==> config.mk <==
export PLATFORM = sky130hd
export DESIGN_NAME = exe_muldiv
export DESIGN_NICKNAME = d
export VERILOG_FILES = /design/src/rtl/exe_muldiv.sv
export SDC_FILE = /design/constraint.sdc
export NUM_CORES = 1
export LEC_CHECK = 0
export BUFFER_PORTS_ARGS = -buffer_cell sky130_fd_sc_hd__buf_2
export CAP_MARGIN = 20
export CORE_MARGIN = 2
export CORE_UTILIZATION = 40
export DETAILED_ROUTE_END_ITERATION = 12
export PLACE_DENSITY = 0.66
export SLEW_MARGIN = 20
export SYNTH_ARGS = -nofsm -noshare
export SYNTH_HDL_FRONTEND = slang
export SYNTH_SLANG_ARGS = --single-unit
==> constraint.sdc <==
create_clock -name clk -period 6.6 [get_ports clk]
set_input_delay 1.65 -clock clk [delete_from_list [all_inputs] [get_ports clk]]
set_output_delay 1.65 -clock clk [all_outputs]
set_load 0.05 [all_outputs]
==> src/rtl/exe_muldiv.sv <==
// Multi-cycle RV32M/RV64M multiply/divide execute unit: shift-add multiplier
// retiring MUL_BITS per cycle, restoring radix-2 divider, one-cycle fast path.
module exe_muldiv #(
  parameter int XLEN     = 32,
  parameter int MUL_BITS = 1,
  parameter int NB_REGS  = 5
) (
  input  logic               clk,
  input  logic               reset_n,
  input  logic               req_v_i,
  input  logic [2:0]         op_i,
  input  logic [XLEN-1:0]    rs1_data_i,
  input  logic [XLEN-1:0]    rs2_data_i,
  input  logic [NB_REGS-1:0] rd_adr_i,
  input  logic               flush_i,
  output logic               req_rdy_o,
  output logic               busy_o,
  output logic               res_v_q_o,
  output logic [XLEN-1:0]    res_data_q_o,
  output logic [NB_REGS-1:0] res_adr_q_o
);

  localparam int CW = $clog2(XLEN) + 1;
  localparam logic [CW-1:0]   MUL_CNT = CW'(XLEN / MUL_BITS);
  localparam logic [CW-1:0]   DIV_CNT = CW'(XLEN);
  localparam logic [CW-1:0]   CNT_ONE = {{(CW-1){1'b0}}, 1'b1};
  localparam logic [XLEN-1:0] ZERO_X  = {XLEN{1'b0}};
  localparam logic [XLEN-1:0] ONES_X  = {XLEN{1'b1}};
  localparam logic [XLEN-1:0] MIN_X   = {1'b1, {(XLEN-1){1'b0}}};

  typedef enum logic [1:0] {
    S_IDLE = 2'd0,
    S_MUL  = 2'd1,
    S_DIV  = 2'd2,
    S_DONE = 2'd3
  } state_t;

  state_t              r_state;
  state_t              w_next;
  logic [CW-1:0]       r_cnt;
  logic [2*XLEN-1:0]   r_acc;
  logic [XLEN-1:0]     r_opb;
  logic [1:0]          r_op;
  logic                r_neg_q;
  logic                r_neg_r;
  logic [NB_REGS-1:0]  r_adr;
  logic [XLEN-1:0]     r_res_data;
  logic [NB_REGS-1:0]  r_res_adr;

  logic                w_accept, w_is_mul, w_s1, w_s2, w_neg1, w_neg2;
  logic [XLEN-1:0]     w_mag1, w_mag2;
  logic                w_div_zero, w_ovf, w_fast;
  logic [XLEN-1:0]     w_fast_res;
  logic                w_last;

  assign w_accept   = req_v_i & (r_state == S_IDLE) & ~flush_i;
  assign w_is_mul   = ~op_i[2];
  assign w_s1       = (op_i == 3'd1) | (op_i == 3'd2) | (op_i == 3'd4) | (op_i == 3'd6);
  assign w_s2       = (op_i == 3'd1) | (op_i == 3'd4) | (op_i == 3'd6);
  assign w_neg1     = w_s1 & rs1_data_i[XLEN-1];
  assign w_neg2     = w_s2 & rs2_data_i[XLEN-1];
  assign w_mag1     = w_neg1 ? (-rs1_data_i) : rs1_data_i;
  assign w_mag2     = w_neg2 ? (-rs2_data_i) : rs2_data_i;
  assign w_div_zero = ~w_is_mul & (rs2_data_i == ZERO_X);
  assign w_ovf      = ~w_is_mul & ~op_i[0] & (rs1_data_i == MIN_X) & (rs2_data_i == ONES_X);
  assign w_fast     = w_div_zero | w_ovf;
  assign w_fast_res = w_div_zero ? (op_i[1] ? rs1_data_i : ONES_X)
                                 : (op_i[1] ? ZERO_X : rs1_data_i);
  assign w_last     = (r_cnt == CNT_ONE);

  // Multiplier step: add multiplicand * next digit into the upper half, shift right.
  logic [XLEN+MUL_BITS-1:0] w_pp, w_mul_sum;
  logic [2*XLEN-1:0]        w_mul_next, w_prod_s;
  logic [XLEN-1:0]          w_mul_res;

  assign w_pp       = {{MUL_BITS{1'b0}}, r_opb} * {{XLEN{1'b0}}, r_acc[MUL_BITS-1:0]};
  assign w_mul_sum  = {{MUL_BITS{1'b0}}, r_acc[2*XLEN-1:XLEN]} + w_pp;
  assign w_mul_next = {w_mul_sum, r_acc[XLEN-1:MUL_BITS]};
  assign w_prod_s   = r_neg_q ? (-w_mul_next) : w_mul_next;
  assign w_mul_res  = (r_op == 2'b00) ? w_prod_s[XLEN-1:0] : w_prod_s[2*XLEN-1:XLEN];

  // Divider step: upper half is the partial remainder, lower half the dividend/quotient.
  logic [XLEN:0]   w_div_sh, w_div_diff;
  logic            w_ge;
  logic [XLEN-1:0] w_rem_n, w_quo_n, w_div_res;

  assign w_div_sh   = {r_acc[2*XLEN-1:XLEN], r_acc[XLEN-1]};
  assign w_div_diff = w_div_sh - {1'b0, r_opb};
  assign w_ge       = ~w_div_diff[XLEN];
  assign w_rem_n    = w_ge ? w_div_diff[XLEN-1:0] : w_div_sh[XLEN-1:0];
  assign w_quo_n    = {r_acc[XLEN-2:0], w_ge};
  assign w_div_res  = r_op[1] ? (r_neg_r ? (-w_rem_n) : w_rem_n)
                              : (r_neg_q ? (-w_quo_n) : w_quo_n);

  // State register.
  always_ff @(posedge clk or negedge reset_n) begin
    if (!reset_n) begin
      r_state <= S_IDLE;
    end else begin
      r_state <= w_next;
    end
  end

  // Next-state logic; flush wins over counter completion.
  always_comb begin
    w_next = r_state;
    case (r_state)
      S_IDLE: begin
        if (w_accept) begin
          if (w_fast) begin
            w_next = S_DONE;
          end else if (w_is_mul) begin
            w_next = S_MUL;
          end else begin
            w_next = S_DIV;
          end
        end else begin
          w_next = S_IDLE;
        end
      end
      S_MUL, S_DIV: begin
        if (flush_i) begin
          w_next = S_IDLE;
        end else if (w_last) begin
          w_next = S_DONE;
        end else begin
          w_next = r_state;
        end
      end
      S_DONE:  w_next = S_IDLE;
      default: w_next = S_IDLE;
    endcase
  end

  // Operand capture, iteration datapath and result registers.
  always_ff @(posedge clk or negedge reset_n) begin
    if (!reset_n) begin
      r_cnt      <= {CW{1'b0}};
      r_acc      <= {(2*XLEN){1'b0}};
      r_opb      <= ZERO_X;
      r_op       <= 2'b00;
      r_neg_q    <= 1'b0;
      r_neg_r    <= 1'b0;
      r_adr      <= {NB_REGS{1'b0}};
      r_res_data <= ZERO_X;
      r_res_adr  <= {NB_REGS{1'b0}};
    end else if (w_accept) begin
      r_op    <= op_i[1:0];
      r_adr   <= rd_adr_i;
      r_neg_q <= w_neg1 ^ w_neg2;
      r_neg_r <= w_neg1;
      r_cnt   <= w_is_mul ? MUL_CNT : DIV_CNT;
      r_acc   <= {ZERO_X, (w_is_mul ? w_mag2 : w_mag1)};
      r_opb   <= w_is_mul ? w_mag1 : w_mag2;
      if (w_fast) begin
        r_res_data <= w_fast_res;
        r_res_adr  <= rd_adr_i;
      end
    end else if ((r_state == S_MUL) && !flush_i) begin
      r_acc <= w_mul_next;
      r_cnt <= r_cnt - CNT_ONE;
      if (w_last) begin
        r_res_data <= w_mul_res;
        r_res_adr  <= r_adr;
      end
    end else if ((r_state == S_DIV) && !flush_i) begin
      r_acc <= {w_rem_n, w_quo_n};
      r_cnt <= r_cnt - CNT_ONE;
      if (w_last) begin
        r_res_data <= w_div_res;
        r_res_adr  <= r_adr;
      end
    end
  end

  assign req_rdy_o    = (r_state == S_IDLE);
  assign busy_o       = (r_state != S_IDLE);
  assign res_v_q_o    = (r_state == S_DONE) & ~flush_i;
  assign res_data_q_o = r_res_data;
  assign res_adr_q_o  = r_res_adr;

endmodule

-- Yosys cells after proc, flatten, opt, wreduce, memory -nomap -nowiden
Index checks and enable logic that the tools add are counted.
- register bits after elaboration: 150
- bits in read-only memories: 0
- logic and storage cells: 99
- memory bits (writable): 0
- latch bits: 0
- memories kept: 0
- output and inout port bits: 40
- multipliers: 1
- order comparisons: 0
- bitwise logic cells: 19
- equality and inequality tests: 14
- mux-type cells: 36
- add/subtract/negate cells: 8
- div/mod/pow operators: 0
- shift operators: 0
- reduce and logical (&&, ||, !) cells: 11
- operators by type and width (kind ; count):
    $mux 32 ; 18
    $mux 64 ; 4
    $neg 32->32 ; 4
    $eq 32x32->1 const B ; 2
    $neg 64->64 ; 1
    $add 32x33->33 ; 1
    $mul 32x1->33 ; 1
    $sub 33x32->33 ; 1
    $logic_not 32->1 ; 1
    $mux 5 ; 5
    $mux 6 ; 3
    $mux 2 ; 5
    $and 1x1->1 ; 9
    $ne 3x3->1 const B ; 3
    $eq 3x3->1 const B ; 2
    $eq 6x1->1 const B ; 1
    $or 1x1->1 ; 6
    $pmux 2 s3 ; 1
    $sub 6x1->6 const B ; 1
    $eq 2x2->1 const B ; 2
    $logic_not 2->1 ; 2
    $reduce_and 4->1 ; 1
    $eq 3x1->1 const B ; 1
    $eq 3x2->1 const B ; 1
    10 further kinds ; 13

-- Longest topological paths before layout
Gate-level depths: netlist of run 1.
- depth in word-level cells: 9
- gate-level depth with buffers: 28

-- Least setup slack after synthesis of run 1
Ideal clock, no wire load.
- path type: reg-to-reg
- from: register r_acc[31]
- to: register r_res_data[24], in the netlist res_data_q_o[24]
- stages on the path, launching flop included: 27
- period minus slack after synthesis: 5.972 ns
- slack: 0.628 ns
- data arrival time: 5.840 ns
- cell sequence: dfrtp_1 clkbuf_1 inv_1 ha_1 inv_1 fa_1 a211oi_1 nor4b_1 o21ai_0 a21oi_1 o211a_1 buf_2 inv_1 clkbuf_1 buf_1 buf_2 buf_2 mux2i_1 ha_1 or3b_2 nor4_1 a31oi_1 or3_1 o21ai_0 xnor2_1 a211oi_1 or3_1
- cells in the longest elaborated chain, start to end: 9
- elaborated cells between the ends (all ways): 16
- ends and longest elaborated chain (element ; RTL line ; RTL):
    from (decl) ; 41 ; logic [2*XLEN-1:0] r_acc;
    from (signal assigned) ; 139 ; r_acc <= {(2*XLEN){1'b0}};
    from (signal assigned) ; 153 ; r_acc <= {ZERO_X, (w_is_mul ? w_mag2 : w_mag1)};
    from (signal assigned) ; 160 ; r_acc <= w_mul_next;
    $sub 33x32->33 ; 88 ; assign w_div_diff = w_div_sh - {1'b0, r_opb};
    $mux 32 or $not 1->1 (tied branches) ; 90, 89 ;
    $neg 32->32 (on tied branches) ; 92, 93 ;
    $mux 32 (on tied branches) ; 92, 93 ;
    $mux 32 ; 92 ; assign w_div_res = r_op[1] ? (r_neg_r ? (-w_rem_n) : w_rem_n)
    $mux 32 ; 169 ; if (w_last) begin
    $mux 32 ; 166 ; end else if ((r_state == S_DIV) && !flush_i) begin
    $mux 32 * ; 159 ; end else if ((r_state == S_MUL) && !flush_i) begin
    $mux 32 * ; 147 ; end else if (w_accept) begin
    to (signal assigned) ; 156 ; r_res_data <= w_fast_res;
    to (signal assigned) ; 163 ; r_res_data <= w_mul_res;
    to (signal assigned) ; 170 ; r_res_data <= w_div_res;
    to (decl) ; 47 ; logic [XLEN-1:0] r_res_data;
Mark *: on every way between the ends. The rest lies on a longest branch, timed or not. The select of a mux whose other input is x is not followed.
A chain may end at the register's enable or synchronous reset.

-- Final worst setup path of run 1
Ends and elaborated chain as after synthesis.

==> results.json, run 1 <==
{
  "outcome": "finished, final reports clean",
  "cap_violations": 0,
  "globalplace.congestion": 1.011,
  "post-dp-hpwl_um": 51990,
  "met1_usage_pct": 43.65,
  "fmax_mhz": 160.6,
  "synth_seq_cells": 150,
  "grt_most_used_layer": "met2",
  "max-slew-margin-rel_pct": 32.65,
  "p_per_area_nw_per_um2": 615.3,
  "ys.flop_type": "dfrtp_1",
  "drcViolationCount": 0,
  "ant_nets": 0,
  "timing.final.crit_share_pct": 94.34,
  "crit_arrival_ns": 6.55,
  "grt_util_all_layers_pct": 29.61,
  "synthToLayoutAreaGrowth_pct": 8.375,
  "netlist_area_um2": 17360,
  "holdWs_ns": 0.4705,
  "dieArea_um2": 45080,
  "use_met2_pct": 44.76,
  "share_seq_of_total_power_pct": 16.8,
  "synth_edf_count": 0,
  "synth_cells": 2468,
  "final_cell_mix": "nand2_1, nor2_1, a21oi_1",
  "cts.htree.levels": 4,
  "drt-vias-per-instance": 6.245,
  "ys_warn_count": 0,
  "async_flop_share_pct": 100.0,
  "internal-power_mw": 4.757,
  "clock_skew_ns": 0.009740,
  "core_um2": 42980,
  "avgSynthCellArea_um2": 7.034,
  "max-vdd-ir-drop_mv": 0.2073,
  "ys_seq_area_share_pct": 21.62,
  "io_buffers": 115,
  "path_clk_slew_ns": 0.07,
  "clockBufferDepth": 2,
  "grt_overflow": 0,
  "multi_input_area_um2": 12660,
  "grtUsageMet3_pct": 3.708,
  "clock_latency_ns": 0.45,
  "setup_viol": 0,
  "seqCellArea_um2": 3756,
  "wl_per_cell_um": 22.12,
  "postCtsSetupBuffers": 0,
  "grt_setup_unrepaired": "no",
  "grt_pass1_wl_um": 102900,
  "clock_sinks": 150,
  "power_frac_comb_pct": 74.5,
  "worstMarginPinSlew_ns": 1.010,
  "numCtsBuffers": 17,
  "antennaDiodeCount": 0,
  "floorplan.initialDensity_pct": 40.39,
  "p_switching_mw": 6.818,
  "nFillCells": 4484,
  "rows": 76,
  "clkPwrFrac_pct": 8.7,
  "cts_root_buf": "clkbuf_16",
  "layout_min_cycle_time_ns": 6.226,
  "first_pass_iters": 6,
  "synth_cell_types": 80,
  "start_kind": "register",
  "critPathKind": "register to register",
  "critPathCaptureType": "register",
  "routed_wl_um": 67480,
  "power_leakage_nw": 7.871,
  "required_ns": 6.92,
  "cts_tree": "done",
  "syn-num-nets": 2622,
  "fp.dieW_um": 212.3,
  "tns_ns": 0,
  "finalMaxSlewViolations": 0,
  "grt_pass1_vias": 17356,
  "hold_buffers": 0,
  "grt_max_degree": 91,
  "nNetsFinal": 2607,
  "io_pins": 116,
  "dr_total_vias": 19055,
  "switching_share_pct": 58.90,
  "drt_iter0_drc": 2345,
  "die_h_um": 212.3,
  "final_common_cell": "nand2_1",
  "crit_fanout": 10,
  "cts_resized": 0,
  "hold_path.class": "register to register",
  "drive_above_1_share_pct": 9.367,
  "hold_violations": 0,
  "antenna_found_initial": 1
}
## metrics by stage
| stage | power, mW | setup slack [ns] | instances | utilization, % | area [µm²] |
|---|---|---|---|---|---|
| 6_report | 11.58 | 0.3736 | 3051 | 43.77 | 18810 |
| 5_1_grt | 12.38 | 0.02592 | 3051 | 43.77 | 18810 |
| 2_1_floorplan | 7.886 | 0.6282 | 2468 | - | 17360 |
| 3_3_place_gp | 10.19 | 0.7005 | 3019 | 42.45 | 18250 |
| 4_1_cts | 11.32 | 0.4955 | 3051 | 43.77 | 18810 |
| 3_5_place_dp | 10.26 | 0.5983 | 3019 | 42.45 | 18250 |
## critical path: stages (launching register included)
cell and delay, ns:
dfrtp_1 0.38, inv_1 0.06, ha_1 0.15, inv_1 0.05
fa_1 0.44, a211oi_1 0.39, nor4b_1 0.14, o21ai_0 0.64
a21oi_1 0.16, o211a_1 0.29, inv_1 0.30, mux2i_1 0.36
ha_1 0.30, or3b_2 0.47, nor4_1 0.31, a31oi_1 0.30
or3_1 0.44, o21ai_0 0.26, xnor2_1 0.19, a211oi_1 0.10
or3_1 0.34
## Yosys cell counts, types with 11 or more instances
cell	instances	area, µm²
ha_1	76	950.9
xnor2_1	111	972.2
or3_1	22	137.6
nand2b_1	19	118.9
a211oi_1	66	495.5
nand3_1	38	190.2
and2_1	17	106.4
a21oi_1	263	1316
nor2b_1	12	75.07
nand4_1	26	162.7
clkbuf_1	137	514.2
and3_1	17	106.4
xor2_1	103	902.1
dfrtp_1	150	3754
o221ai_1	14	122.6
inv_1	74	277.8
o31ai_1	34	255.2
buf_1	31	116.4
mux2i_1	36	360.4
nor4_1	32	200.2
or2_2	15	93.84
mux2_2	11	123.9
a21o_1	31	232.7
o21ai_0	215	1076
nor2_1	278	1044
nor3_1	54	270.3
a21boi_0	12	90.09
a31oi_1	18	112.6
nand2_1	317	1190
o41ai_1	11	96.34
or4_1	17	127.6
o211ai_1	63	473.0
## kinds of logic after synthesis
family                     after synthesis  share of synthesized area (%)
AOI/OAI and AO/OA                      821                          29.29
DFF                                    150                          21.62
adders and majority gates               78                          5.709
xor gates and xnor gates               214                          10.80
and+or+nand+nor                        903                          24.08
muxes                                   47                          2.789
buffers and inverters                  255                          5.708
## worst paths after layout
| path | from | end | slack, ns | cells after the start |
|---|---|---|---|---|
| setup / recovery | r_acc[31] | res_data_q_o[24] | 0.37 | 20 |
| hold / removal | r_adr[0] | r_adr[0] | 0.47 | 2 |
| setup reg to reg | r_acc[31] | res_data_q_o[24] | 0.37 | 20 |
| hold reg to reg | r_adr[0] | r_adr[0] | 0.47 | 2 |
| max in group asynchronous | reset_n | r_adr[1] | 4.25 | 2 |
| min in group asynchronous | reset_n | r_acc[42] | 1.19 | 1 |
## cell type report
class / instances / area share [%]
Sequential cell: 150 / 19.97
Tap cell: 585 / 3.891
Inverter: 75 / 1.496
Timing Repair Buffer: 146 / 4.343
Clock inverter: 15 / 0.7582
Clock buffer: 17 / 2.261
Multi-Input combinational cell: 2063 / 67.29
## flip-flops by register name (all words and copies together), names as in the netlist
name	flops
r_acc	64
r_adr	5
r_cnt	6
r_neg_q	1
r_neg_r	1
r_op	2
r_opb	32
r_state	2
res_adr_q_o	5
res_data_q_o	32
## power by group through the flow
stage          combinational, mW  clock [mW]  sequential, mW
6_report                    8.62        1.00            1.95
5_1_grt                     9.35        1.04            1.98
4_1_cts                     8.40        1.01            1.92
3_3_place_gp                8.28           0            1.92
3_5_place_dp                8.33           0            1.93
2_1_floorplan               6.00           0            1.88
## metal layers
| metal | up-vias | wire, µm |
|---|---|---|
| li1 | 8851 | - |
| met4 | 2 | 2001 |
| met5 | - | 13 |
| met1 | 9068 | 30680 |
| met2 | 1015 | 28970 |
| met3 | 119 | 5808 |
Power figures use the tool's default switching activity.
==> run 2: changes to the inputs <==
Settings changed: PLACE_DENSITY 0.66 to not set.
==> run 2 against run 1 <==
Net effect:
- power grew 0.53%
- non-clock buffer count grew 2
- critical path type unchanged
- clock power grew 21%
- fmax grew 3.8%
- clock skew grew 0.0011 ns
==> results.json, run 2 (same netlist as run 1, synthesis figures left out) <==
{
  "final_cell_mix": "nand2_1, nor2_1, a21oi_1",
  "nFillCells": 4519,
  "clock_sinks": 150,
  "drt_iter0_drc": 1846,
  "clock_skew_ns": 0.01088,
  "met3_length_um": 5320,
  "drive_above_1_share_pct": 9.400,
  "reg2reg_depth": 20,
  "worstHoldPathCells": 2,
  "setup_viol": 0,
  "crit_arrival_ns": 6.34,
  "rows": 76,
  "drcViolationCount": 0,
  "finalMaxSlewViolations": 0,
  "max-vdd-ir-drop_mv": 0.2667,
  "first_pass_iters": 5,
  "layout_min_cycle_time_ns": 5.999,
  "cpMostUsedCell": "inv_1",
  "grt_pass1_vias": 17706,
  "grt_util_all_layers_pct": 29.76,
  "critPathCaptureType": "register",
  "crit_fanout": 9,
  "max-slew-margin-rel_pct": 29.37,
  "holdWs_ns": 0.4714,
  "top_layer": "met4",
  "grt_pass1_wl_um": 103000,
  "power_leakage_nw": 7.933,
  "grt_overflow": 0,
  "r2r_setup_slack_ns": 0.60,
  "wl_per_cell_um": 21.95,
  "post-dp-hpwl_um": 51720,
  "critPathKind": "register to register",
  "core_um2": 42980,
  "required_ns": 6.94,
  "fp.dieW_um": 212.3,
  "clockBufferDepth": 2,
  "grt_max_degree": 112,
  "worstMarginPinSlew_ns": 1.059,
  "postCtsSetupBuffers": 0,
  "io_buffers": 115,
  "grt_setup_unrepaired": "no",
  "fmax_mhz": 166.7,
  "rr_endpoint": "res_data_q_o[24]",
  "hold_buffers": 0,
  "largest_reg_flops": 64,
  "cts_tree": "done",
  "multi_input_area_um2": 12660,
  "timing.final.crit_share_pct": 90.90,
  "hold_path.class": "register to register",
  "die_h_um": 212.3,
  "hold_violations": 0,
  "r2r_start": "r_acc[31]",
  "globalplace.congestion": 0.9398,
  "seqCellArea_um2": 3756,
  "nNetsFinal": 2609,
  "met1Wirelength_um": 30570,
  "crit_start": "r_acc[31]",
  "synthToLayoutAreaGrowth_pct": 9.262,
  "p_per_area_nw_per_um2": 613.5,
  "start_kind": "register",
  "antennaDiodeCount": 0,
  "slowest_stage": "o21ai_0",
  "dr_total_vias": 18712,
  "numCtsBuffers": 17,
  "cts_resized": 0,
  "outcome": "finished, final reports clean",
  "finalNonFillerCells": 3053,
  "crit_path_cell_trace": "inv_1 > ha_1 > inv_1 > fa_1 > a211oi_1 > nor4b_1 > o21ai_0 > a21oi_1 > o211a_1 > inv_1 > mux2i_1 > ha_1 > or3b_2 > nor4_1 > a31oi_1 > or3_1 > o21ai_0 > xnor2_1 > a211oi_1 > or3_1",
  "drt-vias-per-instance": 6.129,
  "cts_root_buf": "clkbuf_16",
  "place_inst": 3021,
  "largest-register": "r_acc",
  "clock_latency_ns": 0.46,
  "tns_ns": 0,
  "cts.htree.levels": 4,
  "hold_start": "r_adr[0]",
  "antenna_found_initial": 1,
  "ant_nets": 0,
  "io_pins": 116,
  "min_to": "r_adr[0]",
  "path_clk_slew_ns": 0.07,
  "floorplan.initialDensity_pct": 40.39,
  "final_common_cell": "nand2_1",
  "cap_violations": 0,
  "routed_wl_um": 67020,
  "wl_met2_um": 28910,
  "critPathMaxStageDelay_ns": 0.55,
  "dieArea_um2": 45080
}
-- run 2: cell types whose count changed in the layout (fill, tap and decap cells not counted), sizes merged --
cell | previous run | this run
bufinv | 1 | 7
inv | 83 | 74
clkinvlp | 0 | 2
buf | 146 | 148
clkinv | 6 | 4
clkbuf | 17 | 20
-- run 2: area by class of cell --
| cell class | count | area share, % |
|---|---|---|
| clock inverter | 12 | 1.306 |
| multi-input combinational | 2063 | 66.75 |
| tap | 585 | 3.859 |
| timing repair buffer | 148 | 4.387 |
| inverter | 75 | 1.484 |
| sequential | 150 | 19.80 |
| clock buffer | 20 | 2.408 |
-- run 2: worst max-delay path by stage --
| stage | slack [ns] | to |
|---|---|---|
| 5_1_grt | 0.27 | res_data_q_o[24] |
| 3_3_place_gp | 0.92 | res_data_q_o[24] |
| 3_5_place_dp | 0.76 | res_data_q_o[24] |
| 4_1_cts | 0.70 | res_data_q_o[24] |
| 6_report | 0.60 | res_data_q_o[24] |
| 2_1_floorplan | 0.63 | res_data_q_o[24] |
-- run 2: power breakdown --
| group | leakage [nW] | total, mW | switching, mW | internal [mW] |
|---|---|---|---|---|
| registers | 1.89 | 1.93 | 0.599 | 1.33 |
| logic | 5.71 | 8.50 | 5.62 | 2.88 |
| clock network | 0.336 | 1.21 | 0.438 | 0.768 |
-- run 2: worst max-delay path: cells and delay by family, from the launching register on --
family | cells | cell delay (ns)
AOI/OAI and AO/OA | 7 | 1.95
and+or+nand+nor | 5 | 1.75
adders and majority gates | 3 | 0.89
buffers and inverters | 3 | 0.40
DFF | 1 | 0.38
muxes | 1 | 0.33
xor gates and xnor gates | 1 | 0.19
-- run 2: routing by layer --
metal | global-route usage (%) | vias to the layer above
met2 | 45.57 | 847
met4 | 11.09 | 0
met1 | 42.49 | 8890
met5 | 0 | -
li1 | - | 8869
met3 | 4.018 | 106
-- run 2: through the flow --
stage / cell area, µm² / total power, mW / util, % / worst slack, ns
after floorplan: 17360 / 7.886 / - / 0.6282
after global placement: 18260 / 10.08 / 42.49 / 0.9170
after global routing: 18970 / 12.45 / 44.13 / 0.2676
final: 18970 / 11.64 / 44.13 / 0.6007
after CTS: 18970 / 11.40 / 44.13 / 0.7032
after detailed placement: 18260 / 10.13 / 42.49 / 0.7643
==> run 3: changes to the inputs <==
Settings changed: MAX_ROUTING_LAYER set to met4.
==> run 3 against run 2 <==
Net effect:
- largest cell class unchanged
- final area shrank 0.67%
- critical path type unchanged
- core utilization is 0.30 points lower
- via count about the same
- setup slack improved by 0.0027 ns
- clock power shrank 17%
- power down 1.8%
==> results.json, run 3 (same netlist as run 1, synthesis figures left out) <==
{
  "outcome": "finished, final reports clean",
  "multi_input_area_um2": 12660,
  "clockBufferDepth": 2,
  "rows": 76,
  "numCtsBuffers": 17,
  "wl_per_cell_um": 21.90,
  "r2r_setup_slack_ns": 0.60,
  "grt_overflow": 0,
  "cts_resized": 0,
  "core_um2": 42980,
  "clock_skew_ns": 0.009937,
  "hold_buffers": 0,
  "p_per_area_nw_per_um2": 606.4,
  "cts_tree": "done",
  "crit_fanout": 9,
  "hold_violations": 0,
  "drcViolationCount": 0,
  "io_pins": 116,
  "grt_pass1_vias": 17277,
  "ant_nets": 0,
  "dieArea_um2": 45080,
  "largest-register": "r_acc",
  "cts_root_buf": "clkbuf_16",
  "timing.final.crit_share_pct": 90.86,
  "grt_setup_unrepaired": "no",
  "routed_wl_um": 66860,
  "setup_viol": 0,
  "first_pass_iters": 6,
  "final_common_cell": "nand2_1",
  "hold_path.class": "register to register",
  "max-vdd-ir-drop_mv": 0.2328,
  "floorplan.initialDensity_pct": 40.39,
  "cts.htree.levels": 4,
  "seqCellArea_um2": 3756,
  "globalplace.congestion": 0.9779,
  "final_cell_mix": "nand2_1, nor2_1, a21oi_1",
  "fp.dieW_um": 212.3,
  "io_buffers": 115,
  "fmax_mhz": 166.8,
  "place_area_um2": 18270,
  "largest_reg_flops": 64,
  "post-dp-hpwl_um": 51440,
  "postCtsSetupBuffers": 0,
  "critPathCaptureType": "register",
  "dr_total_vias": 18703,
  "start_kind": "register",
  "path_clk_slew_ns": 0.07,
  "layout_min_cycle_time_ns": 5.997,
  "drive_above_1_share_pct": 9.404,
  "finalMaxSlewViolations": 0,
  "synthToLayoutAreaGrowth_pct": 8.527,
  "final_area_um2": 18840,
  "cap_violations": 0,
  "cpMostUsedCell": "inv_1",
  "slowest_stage": "o21ai_0",
  "worstMarginPinSlew_ns": 1.034,
  "clock_sinks": 150,
  "critPathKind": "register to register",
  "grt_util_all_layers_pct": 30.30,
  "die_h_um": 212.3,
  "max-slew-margin-rel_pct": 31.07,
  "power_leakage_nw": 7.869,
  "required_ns": 6.93,
  "antenna_found_initial": 2,
  "clock_latency_ns": 0.46,
  "nNetsFinal": 2608,
  "crit_path_cell_trace": "inv_1 > ha_1 > inv_1 > fa_1 > a211oi_1 > nor4b_1 > o21ai_0 > a21oi_1 > o211a_1 > inv_1 > mux2i_1 > ha_1 > or3b_2 > nor4_1 > a31oi_1 > or3_1 > o21ai_0 > xnor2_1 > a211oi_1 > or3_1",
  "drt-vias-per-instance": 6.126,
  "tns_ns": 0,
  "critPathMaxStageDelay_ns": 0.60,
  "grt_max_degree": 140,
  "crit_arrival_ns": 6.33,
  "nFillCells": 4550,
  "grt_pass1_wl_um": 101800,
  "drt_iter0_drc": 1843
}
## run 3: cell types whose count changed in the layout (fill, tap and decap cells not counted), moves of 2 or more
| cell | before | now |
|---|---|---|
| bufinv_16 | 7 | 1 |
| buf_4 | 34 | 32 |
| inv_6 | 0 | 7 |
| clkbuf_8 | 2 | 0 |
## run 3: routing by layer
| metal | global-route usage [%] | up-vias | wire length [µm] |
|---|---|---|---|
| met5 | - | - | 0 |
| met4 | 11.57 | 0 | 2507 |
| met3 | 3.693 | 139 | 4976 |
| met2 | 44.53 | 896 | 28440 |
| met1 | 42.43 | 8815 | 30940 |
| li1 | - | 8853 | - |
## run 3: worst paths after layout
| path | start | to | cells after the start |
|---|---|---|---|
| min reg2reg | r_adr[0] | r_adr[0] | 2 |
| max | r_acc[31] | res_data_q_o[24] | 20 |
| min in group asynchronous | reset_n | r_cnt[2] | 1 |
| min | r_adr[0] | r_adr[0] | 2 |
| max in group asynchronous | reset_n | res_data_q_o[8] | 2 |
| max reg2reg | r_acc[31] | res_data_q_o[24] | 20 |
## run 3: worst max-delay path: cells and delay by family (launching register included)
kind                       cells  cell delay, ns
adders and majority gates      3            0.91
and+or+nand+nor                5            1.69
buffers and inverters          3            0.41
DFF                            1            0.38
AOI/OAI and AO/OA              7            1.97
xor gates and xnor gates       1            0.18
muxes                          1            0.34
## run 3: where the power goes
group	switching, mW	internal, mW	total, mW	leakage [nW]
Sequential	0.610	1.33	1.94	1.89
Combinational	5.60	2.89	8.49	5.71
Clock	0.473	0.528	1.00	0.274
Total	6.68	4.74	11.4	7.87
## run 3: area by class of cell
class / instances / share of cell area, %
Multi-Input combinational cell: 2063 / 67.20
Sequential cell: 150 / 19.94
Timing Repair Buffer: 147 / 4.443
Tap cell: 585 / 3.885
Clock buffer: 17 / 2.258
Inverter: 75 / 1.494
Clock inverter: 15 / 0.7638
Antenna cell: 1 / 0.01328
## run 3: per-stage QoR
| stage | hold slack (ns) | util (%) | power [mW] | cells | setup slack (ns) |
|---|---|---|---|---|---|
| floorplan | 0.4372 | - | 7.886 | 2468 | 0.6282 |
| global placement | 0.4489 | 42.50 | 10.10 | 3020 | 0.8744 |
| detailed placement | 0.4549 | 42.50 | 10.13 | 3020 | 0.8301 |
| CTS | 0.4722 | 43.83 | 11.19 | 3052 | 0.7821 |
| global route | 0.4985 | 43.83 | 12.26 | 3052 | 0.3029 |
| finish | 0.4688 | 43.83 | 11.42 | 3053 | 0.6034 |
